`config.mk`:
```
export PLATFORM = sky130hd
export DESIGN_NAME = col_drain
export DESIGN_NICKNAME = d
export VERILOG_FILES = /design/src/rtl/col_drain.sv
export SDC_FILE = /design/constraint.sdc
export NUM_CORES = 1
export LEC_CHECK = 0
export CAP_MARGIN = 20
export CORE_ASPECT_RATIO = 1.4
export CORE_MARGIN = 2
export CORE_UTILIZATION = 30
export CTS_BUF_LIST = sky130_fd_sc_hd__clkbuf_2 sky130_fd_sc_hd__clkbuf_4 sky130_fd_sc_hd__clkbuf_8
export DETAILED_ROUTE_END_ITERATION = 7
export PLACE_DENSITY_LB_ADDON = 0.15
export SYNTH_ARGS = -nofsm -noshare
export SYNTH_HDL_FRONTEND = slang
export SYNTH_SLANG_ARGS = --single-unit
```
`constraint.sdc`:
```
create_clock -name clk -period 6.7 [get_ports clk]
set_input_delay 1.34 -clock clk [delete_from_list [all_inputs] [get_ports clk]]
set_output_delay 1.34 -clock clk [all_outputs]
set_load 0.02 [all_outputs]
```
`src/rtl/col_drain.sv`:
```
// ============================================================================
// Module   : col_drain
// Purpose  : Column result drain for the systolic PE array. Holds each row's
//            result until the whole tile column has arrived, then streams the
//            results out row by row over a valid/ready handshake.
// Revision : 1.0 - initial release
// ----------------------------------------------------------------------------
// Ports
//   clk        in   clock, rising edge
//   rst        in   synchronous active-high reset
//   in_res     in   ROWS*OUTWIDTH, row r result at [r*OUTWIDTH +: OUTWIDTH]
//   in_valids  in   ROWS, per-row one-cycle result strobe
//   out_r      out  OUTWIDTH, drained result
//   out_row    out  RW, row index of out_r
//   out_valid  out  out_r/out_row valid
//   out_ready  in   downstream accept
//   done       out  one-cycle pulse after the last row of a tile is drained
//   tile_cnt   out  16-bit completed-tile counter (wraps)
//   ovf        out  sticky overrun flag
// Build option
//   COL_DRAIN_OVF_EN : when defined, overrun detection drives a sticky ovf;
//                      otherwise ovf is tied low.
// ============================================================================
`default_nettype none

module col_drain #(
  parameter  int ROWS     = 8,
  parameter  int OUTWIDTH = 32,
  localparam int RW       = $clog2(ROWS)
) (
  input  logic                     clk,
  input  logic                     rst,
  input  logic [ROWS*OUTWIDTH-1:0] in_res,
  input  logic [ROWS-1:0]          in_valids,
  output logic [OUTWIDTH-1:0]      out_r,
  output logic [RW-1:0]            out_row,
  output logic                     out_valid,
  input  logic                     out_ready,
  output logic                     done,
  output logic [15:0]              tile_cnt,
  output logic                     ovf
);

  typedef enum logic [0:0] {
    COLLECT = 1'b0,
    DRAIN   = 1'b1
  } state_t;

  state_t              r_state;
  state_t              w_state_nxt;
  logic [OUTWIDTH-1:0] r_hold [ROWS];
  logic [ROWS-1:0]     r_pend;
  logic [ROWS-1:0]     w_pend_nxt;
  logic [ROWS-1:0]     w_release;
  logic [ROWS-1:0]     w_capture;
  logic [RW-1:0]       r_ptr;
  logic                r_done;
  logic [15:0]         r_tile_cnt;
  logic                w_hs;
  logic                w_last;

  assign w_hs   = (r_state == DRAIN) && out_ready;
  assign w_last = w_hs && (r_ptr == RW'(ROWS - 1));

  // A row being released this cycle may take a new strobe: capture wins,
  // so pend stays set and the handshaken beat still carries the old value.
  always_comb begin
    w_release  = '0;
    w_capture  = '0;
    w_pend_nxt = r_pend;
    for (int r = 0; r < ROWS; r++) begin
      w_release[r] = w_hs && (r_ptr == RW'(r));
      w_capture[r] = in_valids[r] && (!r_pend[r] || w_release[r]);
      if (w_capture[r]) begin
        w_pend_nxt[r] = 1'b1;
      end else if (w_release[r]) begin
        w_pend_nxt[r] = 1'b0;
      end
    end
  end

  // Next state and outputs. COLLECT looks at the post-capture pend vector so
  // the last arriving row starts the drain one cycle later. Leaving DRAIN
  // always passes through COLLECT, which forces the inter-tile bubble.
  always_comb begin
    w_state_nxt = r_state;
    out_valid   = 1'b0;
    out_r       = '0;
    case (r_state)
      COLLECT: begin
        if (&w_pend_nxt) begin
          w_state_nxt = DRAIN;
        end
      end
      DRAIN: begin
        out_valid = 1'b1;
        out_r     = r_hold[r_ptr];
        if (w_last) begin
          w_state_nxt = COLLECT;
        end
      end
      default: w_state_nxt = COLLECT;
    endcase
  end

  always_ff @(posedge clk) begin
    if (rst) begin
      r_state    <= COLLECT;
      r_pend     <= '0;
      r_ptr      <= '0;
      r_done     <= 1'b0;
      r_tile_cnt <= '0;
    end else begin
      r_state <= w_state_nxt;
      r_pend  <= w_pend_nxt;
      r_done  <= w_last;
      if (w_last) begin
        r_ptr      <= '0;
        r_tile_cnt <= r_tile_cnt + 16'd1;
      end else if (w_hs) begin
        r_ptr <= r_ptr + RW'(1);
      end
    end
  end

  always_ff @(posedge clk) begin
    for (int r = 0; r < ROWS; r++) begin
      if (rst) begin
        r_hold[r] <= '0;
      end else if (w_capture[r]) begin
        r_hold[r] <= in_res[r*OUTWIDTH +: OUTWIDTH];
      end
    end
  end

`ifdef COL_DRAIN_OVF_EN
  logic r_ovf;
  logic w_overrun;

  // Strobe on a still-pending row that is not draining now: value dropped.
  assign w_overrun = |(in_valids & r_pend & ~w_release);

  always_ff @(posedge clk) begin
    if (rst) begin
      r_ovf <= 1'b0;
    end else if (w_overrun) begin
      r_ovf <= 1'b1;
    end
  end

  assign ovf = r_ovf;
`else
  assign ovf = 1'b0;
`endif

  assign out_row  = r_ptr;
  assign done     = r_done;
  assign tile_cnt = r_tile_cnt;

endmodule

`default_nettype wire

```
=== Word level (Yosys, flattened, before mapping) ===
Memories as Yosys holds them, arrays and structs flattened. A register that Yosys moved wholly into a read port is not among the register bits.
Cells that the tools add are included.

* Bits in registers: 29
* Memories kept: 1
* Output and inout bits: 54
* RAM bits: 256
* Input port bits: 267

{| class="wikitable"
|+ Memories
! memory !! words !! width !! rd ports !! clocked after Yosys merged registers in !! write ports !! line !! RTL
|-
| r_hold || 8 || 32 || 1 || 1 || 8 || 51 || <nowiki>logic [OUTWIDTH-1:0] r_hold [ROWS];</nowiki>
|}

* Equality and inequality tests: 7
* $add $sub $neg: 2
* Reductions and logical operators: 36
* Bitwise operators: 9
* Multiplexer cells: 57

{| class="wikitable"
|+ Operators with widths
! operator !! number
|-
| $mux 32 || 9
|-
| $mux 1 || 45
|-
| $logic_and 1x1->1 || 17
|-
| $add 16x1->16 const B || 1
|-
| $eq 3x3->1 const B || 4
|-
| $logic_not 1->1 || 8
|-
| $logic_or 1x1->1 || 8
|-
| $or 1x1->1 || 8
|-
| $reduce_and 8->1 || 1
|-
| $eq 3x2->1 const B || 2
|-
| $mux 3 || 2
|-
| $add 3x1->3 const B || 1
|-
| $eq 3x1->1 const B || 1
|-
| $logic_not 3->1 || 1
|-
| $pmux 1 s2 || 1
|-
| $reduce_or 2->1 || 1
|-
| $not 1->1 || 1
|}

=== Depth between registers and ports, before layout ===
Gate-level depths: netlist (run 1).

* Depth after elaboration: 8
* Depth in mapped cells: 7
* Depth with buffers taken out: 6

=== Worst setup path after synthesis (run 1) ===
No wires, ideal clock.

* Kind: in2reg
* From: input out_ready
* To: memory r_hold[0][0] (enable)
* Library setup time: 0.428 ns
* Path buffers: 1
* Arrival: 3.238 ns
* Path slack: 3.034 ns
* Data required time: 6.272 ns
* Stages on the path: 3
* Cells stage by stage: buf_4 -> a41oi_1 -> o21bai_1

{| class="wikitable"
|+ RTL lines
! element !! line !! RTL
|-
| start, declared || 38 || <nowiki>input logic out_ready,</nowiki>
|-
| end, declared || 51 ||
|}

==> results of run 1 <==
flip-flops by register name (all words and copies together), names as in the netlist, named ones only:
register	cells
r_hold	256
tile_cnt	16
r_pend	8
out_row	3
done	1
r_state	1
layer usage:
| layer | wire length, um | track usage, % |
|---|---|---|
| met1 | 15100 | 19.7 |
| met2 | 22300 | 33.7 |
| met3 | 2110 | 3.46 |
| met4 | 1180 | 6.06 |
| met5 | 13 | 0 |
layout make-up:
type	instances	share of cell area [%]
multi-input combinational	517	25.4
tap	552	3.89
timing repair buffer	328	18.5
inverter	10	0.212
antenna	6	0.0846
sequential	288	47.0
clock buffer	64	4.58
clock inverter	16	0.388
power by group through the flow:
stage               Clock [uW]  Sequential (uW)  Combinational (uW)
floorplan                    0             2140                 169
global placement             0             2160                 414
detailed placement           0             2160                 415
CTS                       1540             2130                 417
global route              1600             2140                 437
finish                    1480             2120                 408
placed cells by master (no fill, tap or decap), drive strengths merged, types with 2 or more instances in the layout:
master,n
a211oi,2
a21o,7
a21oi,11
a31o,2
and2,257
and3,2
and3b,5
buf,8
clkbuf,65
clkdlybuf4s50,319
clkinv,15
dfxtp,32
diode,6
edfxtp,256
ha,7
inv,10
mux2,2
mux2i,33
mux4,64
nand2,17
nand3,5
nand4,6
nand4b,2
nor2,26
nor2b,34
nor3,9
nor4,4
o21ai,3
xnor2,10
final timing paths:
path | startpoint | endpoint | slack (ns) | cells past startpoint
min reg2reg | r_pend[4] | r_pend[4] | 0.51 | 2
min | r_pend[4] | r_pend[4] | 0.51 | 2
max reg2reg | r_state | r_hold[0][30] | 3.91 | 4
max | flip-flop | out_r[10] | 2.33 | 4
cells by family after synthesis:
| kind of cell | count (synthesis) | share of synthesized area [%] |
|---|---|---|
| and+or+nand+nor | 370 | 17.4 |
| DFF | 288 | 63.7 |
| muxes | 99 | 13.7 |
| buffers and inverters | 66 | 2.30 |
| AOI/OAI and AO/OA | 29 | 1.50 |
| xor gates and xnor gates | 11 | 0.736 |
| adders and majority gates | 7 | 0.669 |
| other | 1 | 0.0287 |
critical path, delay by kind of cell, from the launching register on:
kind                   cells  cell delay (ns)
muxes                      2             0.51
buffers and inverters      1             0.65
DFF                        1             1.02
and+or+nand+nor            1             0.23
per-stage QoR:
step / cells / worst slack (ns) / power [uW] / cell area, um^2 / util, %
5_1_grt: 1779 / 2.10 / 4170 / 17700 / 41.1
4_1_cts: 1774 / 2.16 / 4080 / 17700 / 41.0
6_report: 1781 / 2.33 / 4010 / 17700 / 41.1
3_5_place_dp: 1694 / 2.51 / 2580 / 16800 / 39.0
3_3_place_gp: 1694 / 2.56 / 2570 / 16800 / 39.0
2_1_floorplan: 871 / 3.03 / 2310 / 13100 / -
==> qor.txt, run 1 <==
Grt ovf: 0
Total global routing track utilization: 17.8%
RSZ-0062 raised after global routing: no
Share of power burned in registers: 52.9%
Detailed-route wire length: 40700 um
Startpoint class of the critical path: flip-flop
Clock Latency Late Sink: 0.56 ns
TritonCTS sink count: 288
Area of the mapped netlist: 13100 um^2
Drt pass-1 iters: 4
Synth cell count leaders: and2_1, edfxtp_1, mux4_2
Actual transition at the worst max-transition pin: 1.10 ns
Normalized max-slew margin: 26.4%
Fin nets: 1467
Final Critical Period: 4.37 ns
Final-layout setup total negative slack: 0 ns
CTS clk-pin slew, worst paths: 0.06 ns
Leak: 0.00631 uW
Die area: 45300 um^2
Count of final setup violators: 0
Type of the worst setup path: flip-flop to output pin
Crit-path cells: mux4_2 > mux2i_1 > nor2b_1 > clkdlybuf4s50_1
DP Wirelength: 27500 um
Post-cts repair resize count: 0
Net count after synthesis: 1145
Fill cell total of the finished layout: 4071
Run status: finished, final reports clean
Switching part of the total power: 22.7%
Vias in the first global route: 9019
Area of combinational cells with multiple inputs: 4500 um^2
Wire length of the first global-routing pass: 58500 um
Cell variety after synth: 48
Initial standard-cell utilization of the core: 30.3%
Arrival time at the worst endpoint: 3.03 ns
Worst hold path class: flip-flop to flip-flop
Delay of the slowest cell on the worst path: 1.02 ns
Number of H-tree branching levels: 2
Die Width: 180 um
Biggest fanout along the worst timing path: 64
Fraction of post-synthesis cell area in the top cell type by area: 58.8%
Remaining number of nets flagged by the antenna check after routing: 0
Proportion of power drawn by combinational gates: 10.2%
Hold Worst Slack: 0.506 ns
Maximum number of pins on one net before global-route repair: 65
Post-cts hold buffer count: 0
Die H: 251 um
Routability-driven placement congestion ratio: 0.771
Worst clock skew: 0.0140 ns
Peak VDD IR: 123 uV
Number of placement rows: 90
Final slew viol count: 0
Via Count: 8245
Area of the core: 43100 um^2
Mapped Cells: 871
Area growth from synthesis to final layout: 35.6%
DRC errors left: 0
Share of synthesized area occupied by flip-flops and latches: 63.7%
Number of port buffers: 319
F_max: 229 MHz
Power spent charging and discharging nets: 912 uW
Maximum buffer depth of the clock tree: 3
Area of all sequential standard cells: 8340 um^2
Cell chosen for the clock root: clkbuf_8
Initial antenna violation count: 7
P per Cell Area: 226 nW/um^2
Number of ports placed on the die boundary: 321
Count of yosys warnings during synthesis: 0
Top cell type by total area after synthesis: edfxtp_1
Number of flip-flops and latches in the synthesized netlist: 288
Final period utilization: 65.3%
Top cells by area in the synthesized netlist: edfxtp_1, and2_1, mux4_2
Number of setup buffers added after CTS: 0
Clock power frac: 36.9%
Most frequent cell after synthesis: and2_1
Total of max-cap violations: 0
Worst path required time: 5.36 ns
Type of element capturing the critical path: output pin
Initial DRC count: 435
Count of endpoints failing hold in the final timing report: 0
Clock buffers created by TritonCTS: 48
Cell with the biggest individual delay on the critical path: dfxtp_4
TritonCTS clock tree: yes
Fraction of synthesis flops using an asynchronous set or reset pin: 0%
Number of enable flip-flop cells after synthesis: 256
Drt via density: 4.63
Commonest register cell after synthesis: edfxtp_1
Avg Inst Size Synth: 15.0 um^2
Proportion of layout cells with a drive suffix above 1: 14.2%
Cell-internal power: 3100 uW
Avg WL per Cell: 22.9 um
No activity file was read; power rests on OpenSTA's default activity.
==> run 2: changes to the inputs <==
- clock period: 6.7 -> 4.37 ns (I/O delays scaled with it)
==> run 2 against run 1 <==
Net effect:
- final cell count is 1.5% higher
- utilization increased by 0.73 points
- global-route usage increased by 0.67 points
- total power rose by 61%
- combinational power increased by 59%
- routed wire length up 3.2%
- register-to-register slack got worse by 2.0 ns
- critical path type unchanged
- critical endpoint is now out_r[21]
==> qor.txt, run 2 (same netlist as run 1, synthesis figures left out) <==
Actual transition at the worst max-transition pin: 0.967 ns (-0.136 ns)
Largest register FFs: 256 (unchanged)
Cell chosen for the clock root: clkbuf_8
Die Width: 180 um (unchanged)
Hold Crit Endpoint: r_pend[2]
Total global routing track utilization: 18.5% (+0.67 points)
Hold Worst Slack: 0.510 ns (+0.00375 ns)
Run status: finished, final reports clean
F_max: 262 MHz
Number of placement rows: 90 (unchanged)
Biggest fanout along the worst timing path: 33 (-48%)
Post-cts hold buffer count: 0 (unchanged)
Routability-driven placement congestion ratio: 0.760 (-1.4%)
Number of cells on the worst reg-to-reg path: 4 (unchanged)
Type of element capturing the critical path: output pin
RSZ-0062 raised after global routing: no
Final core occ: 41.9% (+0.73 points)
Drt pass-1 iters: 5 (+1)
Peak VDD IR: 208 uV (+69%)
Cell depth of the worst min-delay path: 2 (unchanged)
Area of the core: 43100 um^2 (unchanged)
Worst path required time: 3.50 ns (-1.86 ns)
Number of port buffers: 319 (unchanged)
Number of H-tree branching levels: 2 (unchanged)
Post-cts repair resize count: 0 (unchanged)
Number of setup buffers added after CTS: 0 (unchanged)
Worst Hold Launch: r_pend[2]
Count of endpoints failing hold in the final timing report: 0 (unchanged)
Reg2Reg Setup Slack: 1.92 ns (-1.99 ns)
Final period utilization: 87.4%
Maximum buffer depth of the clock tree: 3 (unchanged)
Final-layout setup total negative slack: 0 ns (unchanged)
Leak: 0.00647 uW (+2.6%)
Worst clock skew: 0.0303 ns (+0.0163 ns)
Startpoint class of the critical path: flip-flop
Overall power after layout: 6470 uW (+61%)
Total non-filler cell area in the finished layout: 18100 um^2 (+1.8%)
Die H: 251 um (unchanged)
Final slew viol count: 0 (unchanged)
Initial DRC count: 428 (-1.6%)
Via Count: 8388 (+1.7%)
Most frequent cells in the layout: clkdlybuf4s50_1, and2_1, edfxtp_1
Area growth from synthesis to final layout: 38.0%
Vias in the first global route: 9299 (+3.1%)
Avg WL per Cell: 23.3 um (+1.7%)
Most common library cell in the layout ignoring fill and taps: clkdlybuf4s50_1
Remaining number of nets flagged by the antenna check after routing: 0 (unchanged)
P per Cell Area: 358 nW/um^2 (+58%)
Clock Latency Late Sink: 0.59 ns (+0.03 ns)
Number of ports placed on the die boundary: 321 (unchanged)
Type of the worst setup path: flip-flop to output pin
Wire length of the first global-routing pass: 60900 um (+4.1%)
DP Wirelength: 29300 um (+6.4%)
Drt via density: 4.64 (+0.27%)
Arrival time at the worst endpoint: 2.95 ns (-0.08 ns)
Normalized max-slew margin: 35.3% (+8.9 points)
End of the worst register-to-register path: r_hold[0][9]
TritonCTS sink count: 288 (unchanged)
Register bank with the most flops: r_hold
Proportion of layout cells with a drive suffix above 1: 15.8% (+1.6 points)
FF-to-FF Start: r_state
CTS clk-pin slew, worst paths: 0.06 ns (about the same)
Total of max-cap violations: 0 (unchanged)
Grt ovf: 0 (unchanged)
Count of final setup violators: 0 (unchanged)
DRC errors left: 0 (unchanged)
TritonCTS clock tree: yes
Worst hold path class: flip-flop to flip-flop
Final Critical Period: 3.82 ns
Placed cell areas: 17000 um^2 (+1.2%)
Die area: 45300 um^2 (unchanged)
Maximum number of pins on one net before global-route repair: 34 (-48%)
Clock buffers created by TritonCTS: 50 (+4.2%)
Fin nets: 1485 (+1.2%)
Initial antenna violation count: 8 (+1)
Initial standard-cell utilization of the core: 30.3% (unchanged)
Detailed-route wire length: 42000 um (+3.2%)
## run 2: cell count changes in the layout (fill, tap and decap cells not counted), sizes merged
cell / previous run / this run
buf: 8 / 25
clkbuf: 65 / 69
bufinv: 0 / 3
clkinv: 15 / 18
diode: 6 / 5
## run 2: final cells by class
| type | instances | area (um^2) |
|---|---|---|
| diodes | 5 | 12.5 |
| clock buffers | 69 | 850 |
| clock inverters | 22 | 170 |
| fillers | 4052 | 25100 |
| inverters | 10 | 37.5 |
| multi-input cells | 517 | 4500 |
| flip-flops and latches | 288 | 8340 |
| well taps | 552 | 691 |
| repair buffers | 344 | 3460 |
## run 2: report_power, final
group	leakage (uW)	internal [uW]	switching [uW]
combinational	0.00291	371	276
clock	0.000535	1430	1130
sequential	0.00302	3200	56.1
total	0.00647	5000	1470
## run 2: through the flow
| step | worst slack [ns] | cells |
|---|---|---|
| after global routing | 0.352 | 1807 |
| final | 0.549 | 1807 |
| after detailed placement | 0.965 | 1711 |
| after global placement | 1.06 | 1711 |
| after floorplan | 1.17 | 871 |
| after CTS | 0.450 | 1802 |
## run 2: per-layer routing
metal  track usage [%]  vias to the layer above  share of wire [%]
li1                  -                     3850                  -
met2              34.7                      239                 55
met4              5.44                        2                1.7
met3              3.20                       51                4.5
met5                 0                        -              0.026
met1              21.3                     4246                 39
## run 2: worst max-delay path, stage by stage, from the launching register on
cell             delay [ns]
dfxtp_4                0.60
buf_12                 0.32
mux4_2                 0.55
mux2i_1                0.17
nor2b_1                0.10
clkdlybuf4s50_1        0.55
## run 2: worst max path at each step
| stage | slack [ns] | start | depth (start not counted) | endpoint |
|---|---|---|---|---|
| after CTS | 0.45 | flip-flop | 5 | out_r[20] |
| final | 0.55 | flip-flop | 5 | out_r[21] |
| after global placement | 1.06 | rst | 5 | r_hold[0][20] |
| after detailed placement | 0.96 | rst | 5 | r_hold[0][10] |
| after global routing | 0.35 | flip-flop | 5 | out_r[28] |
| after floorplan | 1.17 | out_ready | 3 | r_hold[0][0] |
